===== src/rtl/rt_table_programmer.sv =====
// Routing-table configuration sequencer: holds the router in program mode, writes streamed
// (flowID, entry) pairs one WEn strobe at a time, then brings the router live.
// Optional statistics ports (prog_count, prog_cycles) are enabled by defining RT_PROG_STATS_EN.
module rt_table_programmer #(
    parameter  int ID_BITS      = 4,
    parameter  int EXTRA        = 2,
    parameter  int RT_WIDTH     = 5,
    parameter  int MAX_ENTRIES  = 16,
    parameter  int SETUP_CYCLES = 2,
    parameter  int GAP_CYCLES   = 1,
    localparam int FLOW_BITS    = 2*ID_BITS + EXTRA,
    localparam int CNT_BITS     = $clog2(MAX_ENTRIES) + 1
) (
    input  logic                 clock,
    input  logic                 reset,
    input  logic                 start,
    input  logic                 cfg_valid,
    output logic                 cfg_ready,
    input  logic [FLOW_BITS-1:0] cfg_flowID,
    input  logic [RT_WIDTH-1:0]  cfg_entry,
    input  logic                 cfg_last,
    output logic                 ON,
    output logic                 PROG,
    output logic                 WEn,
    output logic                 REn,
    output logic [FLOW_BITS-1:0] rt_flowID,
    output logic [RT_WIDTH-1:0]  rt_entry,
    output logic                 busy,
    output logic                 done,
`ifdef RT_PROG_STATS_EN
    output logic                 overflow,
    output logic [CNT_BITS-1:0]  prog_count,
    output logic [15:0]          prog_cycles
`else
    output logic                 overflow
`endif
);

    localparam int SETUP_W = (SETUP_CYCLES > 1) ? $clog2(SETUP_CYCLES) : 1;
    localparam int GAP_W   = (GAP_CYCLES > 1) ? $clog2(GAP_CYCLES) : 1;

    typedef enum logic [2:0] {
        IDLE,
        SETUP,
        WAIT_CFG,
        WRITE,
        GAP,
        LIVE
    } state_t;

    state_t                 state_reg, state_next;
    logic [SETUP_W-1:0]     setup_cnt_reg, setup_cnt_next;
    logic [GAP_W-1:0]       gap_cnt_reg, gap_cnt_next;
    logic [CNT_BITS-1:0]    count_reg, count_next;
    logic                   last_reg, last_next;
    logic                   on_reg, on_next;
    logic                   prog_reg, prog_next;
    logic                   wen_reg, wen_next;
    logic                   ready_reg, ready_next;
    logic                   busy_reg, busy_next;
    logic                   done_reg, done_next;
    logic                   overflow_reg, overflow_next;
    logic [FLOW_BITS-1:0]   flow_reg, flow_next;
    logic [RT_WIDTH-1:0]    entry_reg, entry_next;
    logic                   start_accept;

    // A start only counts when no session is running (IDLE or LIVE).
    assign start_accept = start && !busy_reg && ((state_reg == IDLE) || (state_reg == LIVE));

    always_ff @(posedge clock or posedge reset) begin
        if (reset) begin
            state_reg     <= IDLE;
            setup_cnt_reg <= '0;
            gap_cnt_reg   <= '0;
            count_reg     <= '0;
            last_reg      <= 1'b0;
            on_reg        <= 1'b0;
            prog_reg      <= 1'b0;
            wen_reg       <= 1'b0;
            ready_reg     <= 1'b0;
            busy_reg      <= 1'b0;
            done_reg      <= 1'b0;
            overflow_reg  <= 1'b0;
            flow_reg      <= '0;
            entry_reg     <= '0;
        end else begin
            state_reg     <= state_next;
            setup_cnt_reg <= setup_cnt_next;
            gap_cnt_reg   <= gap_cnt_next;
            count_reg     <= count_next;
            last_reg      <= last_next;
            on_reg        <= on_next;
            prog_reg      <= prog_next;
            wen_reg       <= wen_next;
            ready_reg     <= ready_next;
            busy_reg      <= busy_next;
            done_reg      <= done_next;
            overflow_reg  <= overflow_next;
            flow_reg      <= flow_next;
            entry_reg     <= entry_next;
        end
    end

    always_comb begin
        state_next     = state_reg;
        setup_cnt_next = setup_cnt_reg;
        gap_cnt_next   = gap_cnt_reg;
        count_next     = count_reg;
        last_next      = last_reg;
        on_next        = on_reg;
        prog_next      = prog_reg;
        wen_next       = 1'b0;
        ready_next     = ready_reg;
        busy_next      = busy_reg;
        done_next      = done_reg;
        overflow_next  = overflow_reg;
        flow_next      = flow_reg;
        entry_next     = entry_reg;

        if (start_accept) begin
            // Take the router offline in the same update that enters program mode.
            state_next     = SETUP;
            setup_cnt_next = '0;
            count_next     = '0;
            overflow_next  = 1'b0;
            on_next        = 1'b0;
            done_next      = 1'b0;
            prog_next      = 1'b1;
            busy_next      = 1'b1;
            ready_next     = 1'b0;
        end else begin
            case (state_reg)
                SETUP: begin
                    if (setup_cnt_reg == SETUP_W'(SETUP_CYCLES - 1)) begin
                        state_next = WAIT_CFG;
                        ready_next = 1'b1;
                    end else begin
                        setup_cnt_next = setup_cnt_reg + SETUP_W'(1);
                    end
                end
                WAIT_CFG: begin
                    if (cfg_valid && ready_reg) begin
                        state_next = WRITE;
                        wen_next   = 1'b1;
                        ready_next = 1'b0;
                        flow_next  = cfg_flowID;
                        entry_next = cfg_entry;
                        last_next  = cfg_last;
                    end
                end
                WRITE: begin
                    state_next   = GAP;
                    count_next   = count_reg + CNT_BITS'(1);
                    gap_cnt_next = '0;
                end
                GAP: begin
                    if (gap_cnt_reg == GAP_W'(GAP_CYCLES - 1)) begin
                        if (last_reg || (count_reg == CNT_BITS'(MAX_ENTRIES))) begin
                            // A full table without a closing last flag is reported as overflow.
                            state_next    = LIVE;
                            overflow_next = !last_reg;
                            prog_next     = 1'b0;
                            on_next       = 1'b1;
                            done_next     = 1'b1;
                            busy_next     = 1'b0;
                            ready_next    = 1'b0;
                        end else begin
                            state_next = WAIT_CFG;
                            ready_next = 1'b1;
                        end
                    end else begin
                        gap_cnt_next = gap_cnt_reg + GAP_W'(1);
                    end
                end
                IDLE, LIVE: begin
                    ready_next = 1'b0;
                end
                default: begin
                    state_next = IDLE;
                    on_next    = 1'b0;
                    prog_next  = 1'b0;
                    ready_next = 1'b0;
                    busy_next  = 1'b0;
                    done_next  = 1'b0;
                end
            endcase
        end
    end

    assign cfg_ready = ready_reg;
    assign ON        = on_reg;
    assign PROG      = prog_reg;
    assign WEn       = wen_reg;
    assign REn       = 1'b0;
    assign rt_flowID = flow_reg;
    assign rt_entry  = entry_reg;
    assign busy      = busy_reg;
    assign done      = done_reg;
    assign overflow  = overflow_reg;

`ifdef RT_PROG_STATS_EN
    logic [15:0] prog_cycles_reg;

    always_ff @(posedge clock or posedge reset) begin
        if (reset) begin
            prog_cycles_reg <= '0;
        end else if (start_accept) begin
            prog_cycles_reg <= '0;
        end else if (busy_reg && (prog_cycles_reg != 16'hFFFF)) begin
            prog_cycles_reg <= prog_cycles_reg + 16'd1;
        end
    end

    assign prog_count  = count_reg;
    assign prog_cycles = prog_cycles_reg;
`endif

endmodule


===== config.mk =====
export PLATFORM = sky130hd
export DESIGN_NAME = rt_table_programmer
export DESIGN_NICKNAME = d
export VERILOG_FILES = /design/src/rtl/rt_table_programmer.sv
export SDC_FILE = /design/constraint.sdc
export NUM_CORES = 1
export LEC_CHECK = 0
export ABC_AREA = 1
export BUFFER_PORTS_ARGS = -buffer_cell sky130_fd_sc_hd__buf_2
export CAP_MARGIN = 5
export CORE_MARGIN = 5
export CORE_UTILIZATION = 50
export DETAILED_ROUTE_END_ITERATION = 10
export GPL_ROUTABILITY_DRIVEN = 0
export GPL_TIMING_DRIVEN = 1
export PLACE_DENSITY_LB_ADDON = 0.12
export SLEW_MARGIN = 20
export SYNTH_ARGS = -nofsm -noshare
export SYNTH_HDL_FRONTEND = slang
export SYNTH_SLANG_ARGS = --single-unit

===== constraint.sdc =====
create_clock -name clock -period 1.5 [get_ports clock]
set_clock_uncertainty 0.05 [all_clocks]
set_input_delay 0.075 -clock clock [delete_from_list [all_inputs] [get_ports clock]]
set_output_delay 0.075 -clock clock [all_outputs]
set_load 0.01 [all_outputs]

==> results of run 1 <==
## metal layers
layer / routed length, um / vias to the layer above
met3: 235 / 9
met2: 1660 / 46
li1: - / 667
met5: 0 / -
met4: 67 / 0
met1: 1320 / 595
## report_power, final
part	leakage, nW	internal, mW	switching, mW	total (mW)
Clock	0.0353	0.227	0.290	0.517
Sequential	0.392	1.11	0.201	1.32
Combinational	0.693	0.555	0.813	1.37
## placed cells by master (no fill, tap or decap), types with 2 or more instances in the layout
cell type	instances
nand3_1	13
clkbuf_4	5
dfrtp_1	29
nand2_1	79
o21ai_0	5
nand2_2	5
ha_1	2
a21oi_1	4
inv_2	2
buf_4	4
dlygate4sd3_1	17
inv_1	13
buf_2	41
nor2_1	10
## worst paths after layout
path                                          start                        to  slack, ps  cells past startpoint
min in group asynchronous                     reset  rt_flowID[4]$_DFFE_PP0P_        310                      4
min reg2reg                 rt_entry[1]$_DFFE_PP0P_   rt_entry[1]$_DFFE_PP0P_        430                      2
max in group asynchronous                     reset  state_reg[1]$_DFFE_PP0P_        790                      4
max                        state_reg[0]$_DFFE_PP0P_  rt_flowID[8]$_DFFE_PP0P_        120                      6
max reg2reg                state_reg[0]$_DFFE_PP0P_  rt_flowID[8]$_DFFE_PP0P_        120                      6
min                                       cfg_valid  state_reg[1]$_DFFE_PP0P_         70                      4
## per-stage QoR
| stage | setup TNS (ps) | power [mW] | utilization [%] | instances | setup slack (ps) |
|---|---|---|---|---|---|
| 4_1_cts | 0 | 3.18 | 67.5 | 271 | 37.8 |
| 3_3_place_gp | 0 | 2.56 | 59.2 | 246 | 118 |
| 5_1_grt | -2.44 | 3.51 | 68.4 | 273 | -2.44 |
| 2_1_floorplan | 0 | 2.20 | - | 178 | 165 |
| 3_5_place_dp | 0 | 2.61 | 59.2 | 246 | 69.3 |
| 6_report | 0 | 3.20 | 68.4 | 273 | 123 |
## repair_timing
| action | 4_1_cts | 5_1_grt |
|---|---|---|
| hold endpoints to repair | 46 | 0 |
| setup endpoints to repair | 0 | 22 |
| gates resized for setup | 0 | 4 |
| hold buffers | 17 | 0 |
| buffers inserted | 0 | 2 |
## cells by family (layout without fill, tap and decap cells)
family | Yosys count | after routing
buf+inv | 23 | 87
compound gates | 9 | 9
simple gates | 112 | 112
xor+xnor | 1 | 1
fa+ha+maj | 2 | 2
other cells | 1 | 1
flops | 30 | 30
## critical path, delay by kind of cell, from the launching register on
family	cells	cell delay [ps]
simple gates	4	510
flops	1	450
buf+inv	2	270
## cell type report
type / instances / area (um2)
inverters: 16 / 67.6
fillers: 235 / 871
repair buffers: 63 / 417
multi-input cells: 125 / 552
clock inverters: 1 / 5.00
well taps: 31 / 38.8
clock buffers: 7 / 55.1
flip-flops and latches: 30 / 752
==> results.md, run 1 <==
* Outcome: finished, final reports clean
* Die Area at between 0.004 and 0.005 mm2
* Area contributors post-synth: dfrtp_1 (52%), nand2_1 (21%), nand3_1 (4.5%), inv_1 (3.4%), nor2_1 (2.9%)
* Crit-path slowest cell: dfrtp_1
* Main combinational cell family by area after synthesis: simple AND/OR/NAND/NOR gates
* Post-Synth XOR/XNOR Area at 0.611%
* Core ar. at between 0.002 and 0.003 mm2
* Max stage delay on crit path at roughly 450 ps
* Drt pass-1 iters at 4
* GR Util met1 at about a fifth
* Worst EP arrival at between 1500 and 2000 ps
* Placed inst area at about 0.0016 mm2
* Die width at between 60 and 70 um
* Layout cell share with drive strength beyond 1 at 26.9%
* Routed via count at ~1300
* Post-synthesis mux area share at 0%
* Final instance area at approximately 0.0019 mm2
* Post-Synthesis Cell Area at about 0.0014 mm2
* Input/output buffers at 41
* Synth cell types at 20
* Nature of the critical path startpoint: flip-flop
* Cell row count at 19
* Commonest cells post-synth: nand2_1 (79), dfrtp_1 (30), inv_1 (13), nand3_1 (13), nor2_1 (11)
* Count leader, synth: nand2_1
* H-tree depth at 2
* Ys Warns at 0
* Global-route met3 utilization at 6.75%
* Compound-Gate Fraction of Synth Area at roughly 3.1%
* Initial antenna violation count at 0
* Data required, critical path at 1680 ps
* Ys flop type: dfrtp_1
* CP cell instances: inv_2 > nand3_2 > or2_4 > buf_6 > nand2_1 > nand2_1
* Yosys top cell area share at roughly 52%
* Fin crit period at 1380 ps
* Nets at around 260
* Clock buffer depth at 2
* Max reg flops at 10
* Synth area leader: dfrtp_1
* Fmax achieved at 726 MHz
* Crit. End Element: flip-flop
* Root buf cell: clkbuf_4
* Routed WL per cell at ~12 um
* DRC at 0
* Initial Utilization at about half
* Area delta synth->final at 31.6%
* Synth Register Bits at 30
* Global routing's busiest layer: met2
* Antenna viol nets, final at 0
* Clock insertion delay at the later pin of the skew report at 340 ps
* GR Util All Layers at ~18%
* Register area share after synthesis at between 50% and 60%
* Top Ports at 43
* Post-Syn Nets at 200
* First-pass GRT wire length at roughly 5700 um
* Residual overflow from global routing at 0
* # Max-Cap Violations at 0
* Final setup viols at 0
* Hpwl dp at about 2200 um
* Hold Violations, Final at 0
* Worst IR Drop VDD at 1.15 mV
* Tcrit/Tclk final at between 90% and 100%
* WS Path Type: reg -> reg
* Antenna Diode Count at 0
* CTS clk-pin slew, worst paths at about 90 ps
* Largest net degree at the start of global routing at 31
* P_leak at roughly 1.1 nW
* CTS tree: yes
* Post-synth EDFFs at 0
* CTS Buf Count at 5
* Vias in the first global route at roughly 1300
* Final Max Slew Viols at 0
* Clock Sink Count at 30
* HP Class: in -> reg
* Synthesized area per cell at 8.06 um2
* Worst Path Max Fanout at 15
* Die Y at between 60 and 70 um
* Post-synthesis adder-cell area fraction at 1.75%
* Min Hold Slack at roughly 68 ps
* WL final at 3280 um
* Pwr/cell area at about 1700 mW/mm2
* Async S/R FF share, synth at 100%
* Global Route met2 Usage at 30.7%
* Via/cell ratio at between 4 and 5
* Post-Synthesis Cells at about 180
* Drt initial violations at between 40 and 50
* Simple logic cell fraction of the synthesized area at between 30% and 40%
* Most frequent cell on the critical path: nand2_1
Power figures use the tool's default switching activity.
==> run 2, diff against run 1 <==
--- a/config.mk
+++ b/config.mk
@@ -14,6 +14,7 @@
 export GPL_ROUTABILITY_DRIVEN = 0
 export GPL_TIMING_DRIVEN = 1
 export PLACE_DENSITY_LB_ADDON = 0.12
+export REMOVE_ABC_BUFFERS = 1
 export SLEW_MARGIN = 20
 export SYNTH_ARGS = -nofsm -noshare
 export SYNTH_HDL_FRONTEND = slang
==> run 2 against run 1 <==
Net effect: register-to-register slack is essentially flat; first-iteration DRC count grew 31%; utilization grew 0.91 points; flip-flop and latch count is the same; clock power shrank 1%; worst setup slack lost 6.5 ps; worst hold slack gained 2.2 ps; critical path type unchanged; critical endpoint is now state_reg[0]$_DFFE_PP0P_; largest cell class unchanged; largest power group unchanged.
==> results.md, run 2 (synthesis gave the netlist of run 1 again) <==
* Drt initial violations at 64 (+31%)
* Via/cell ratio at 4.75 (-1.5%)
* Residual overflow from global routing at 0 (unchanged)
* First-pass GRT wire length at 5410 um (-4.9%)
* Core ar. at 0.00276 mm2 (unchanged)
* Clock Sink Count at 30 (unchanged)
* Fmax achieved at 723 MHz (-0.47%)
* Pwr/cell area at 1690 mW/mm2 (-0.59%)
* Final Max Slew Viols at 0 (unchanged)
* Antenna viol nets, final at 0 (unchanged)
* Final instance area at 0.00191 mm2 (+1.3%)
* Hpwl dp at 2100 um (-3.7%)
* DRC at 0 (unchanged)
* Nature of the critical path startpoint: flip-flop
* Largest net degree at the start of global routing at 31 (unchanged)
* Layout cell share with drive strength beyond 1 at 28.0% (+1.1 points)
* FILL cells at 227 (-3.4%)
* Logic pwr share at 43.6% (+0.9 points)
* Cell row count at 19 (unchanged)
* Die Area at 0.00404 mm2 (unchanged)
* Hold Violations, Final at 0 (unchanged)
* Worst IR Drop VDD at 1.20 mV (+4.1%)
* CTS tree: yes
* Clock buffer depth at 2 (unchanged)
* CTS Buf Count at 5 (unchanged)
* Most frequent cells in the layout: nand2_1 (79), buf_2 (41), dfrtp_1 (30)
* Max reg flops at 10 (unchanged)
* Outcome: finished, final reports clean
* Worst EP arrival at 1600 ps (+40 ps)
* WS Path Type: reg -> reg
* GR Util All Layers at 16.8% (-1.3 points)
* P_leak at 1.13 nW (+1.0%)
* HP Class: in -> reg
* # Max-Cap Violations at 0 (unchanged)
* Seq pwr share at 40.6% (-0.5 points)
* Data required, critical path at 1720 ps (+40 ps)
* P_int at 1.92 mW (+1.1%)
* Commonest non-fill, non-tap cell in the layout: nand2_1
* Initial antenna violation count at 0 (unchanged)
* Net switching power at 1.31 mW (+0.18%)
* Final setup viols at 0 (unchanged)
* H-tree depth at 2 (unchanged)
* Routed via count at 1302 (-1.1%)
* Clock power share at 15.8% (-0.3 points)
* Vias in the first global route at 1288 (+0.94%)
* Placed inst area at 0.00166 mm2 (+1.7%)
* Drt pass-1 iters at 4 (unchanged)
* Input/output buffers at 41 (unchanged)
* Die width at 63.6 um (unchanged)
* Overall power at 3.22 mW (+0.73%)
* CTS clk-pin slew, worst paths at 100 ps (about the same)
* Antenna Diode Count at 0 (unchanged)
* Top Ports at 43 (unchanged)
* Area delta synth->final at 33.3%
* WL final at 3210 um (-2.2%)
* Tcrit/Tclk final at 92.3% (+0.44 points)
* FF/Latch Area at 751 um2 (-0.17%)
* Area occupied by multi-input gates at 562 um2 (+1.8%)
* Crit. End Element: flip-flop
* Worst Path Max Fanout at 11 (-4)
* Root buf cell: clkbuf_4
* Switching Fraction at 40.5% (-0.22 points)
* Initial Utilization at 52.0% (unchanged)
* Clock insertion delay at the later pin of the skew report at 330 ps (about the same)
* Routed WL per cell at 11.7 um (-2.5%)
* Die Y at 63.6 um (unchanged)
* Nets at 264 (+0.38%)
* Fin crit period at 1380 ps (+6.55 ps)
-- run 2: worst paths after layout --
kind | start | end | slack, ps | cells past startpoint
max in group asynchronous | reset | rt_entry[0]$_DFFE_PP0P_ | 820 | 4
min in group asynchronous | reset | count_reg[2]$_DFFE_PP0P_ | 300 | 4
min | cfg_valid | state_reg[1]$_DFFE_PP0P_ | 70 | 4
max | state_reg[1]$_DFFE_PP0P_ | state_reg[0]$_DFFE_PP0P_ | 120 | 7
min reg2reg | setup_cnt_reg$_DFFE_PP0P_ | setup_cnt_reg$_DFFE_PP0P_ | 430 | 2
max reg2reg | state_reg[1]$_DFFE_PP0P_ | state_reg[0]$_DFFE_PP0P_ | 120 | 7
-- run 2: routing by layer --
layer	global-route usage, %	wire length [um]	vias to the layer above
met4	9.09	38	0
li1	-	-	670
met2	27.2	1550	46
met3	4.62	200	4
met5	0	0	-
met1	20.0	1430	582
-- run 2: final cells by class --
cell class	count	share of cell area, %
repair buffers	64	22.6
well taps	31	2.03
clock buffers	7	2.88
clock inverters	1	0.262
flip-flops and latches	30	39.3
inverters	16	3.53
multi-input cells	125	29.4
-- run 2: metrics by stage --
| step | worst slack (ps) | cells | setup TNS (ps) | hold slack [ps] | util [%] |
|---|---|---|---|---|---|
| 5_1_grt | -7.69 | 274 | -7.69 | 88.1 | 69.3 |
| 2_1_floorplan | 105 | 171 | 0 | 116 | - |
| 4_1_cts | 2.43 | 273 | 0 | 53.4 | 68.5 |
| 3_5_place_dp | 49.3 | 248 | 0 | 120 | 60.2 |
| 3_3_place_gp | 61.7 | 248 | 0 | 114 | 60.2 |
| 6_report | 116 | 274 | 0 | 70.6 | 69.3 |
-- run 2: power groups by stage --
stage / clock [mW] / combinational (mW) / sequential [mW]
after floorplan: 0 / 0.714 / 1.42
after global placement: 0 / 1.28 / 1.31
after detailed placement: 0 / 1.32 / 1.32
after CTS: 0.526 / 1.36 / 1.31
after global routing: 0.560 / 1.60 / 1.35
final: 0.510 / 1.41 / 1.31
-- run 2: repair_timing --
item | in CTS | in global routing
buffers inserted | 0 | 1
resized for setup | 0 | 5
endpoints found under the setup margin | 0 | 21
hold buffers | 17 | 0
hold endpoints to repair | 46 | 0
-- run 2: worst max-delay path: stages (launching register included) --
cell     delay, ps
dfrtp_1        480
inv_1          110
nand2_1         80
nand2_1        120
nand3_2        210
nand3_1        160
nand2_1         60
nand2_1         70
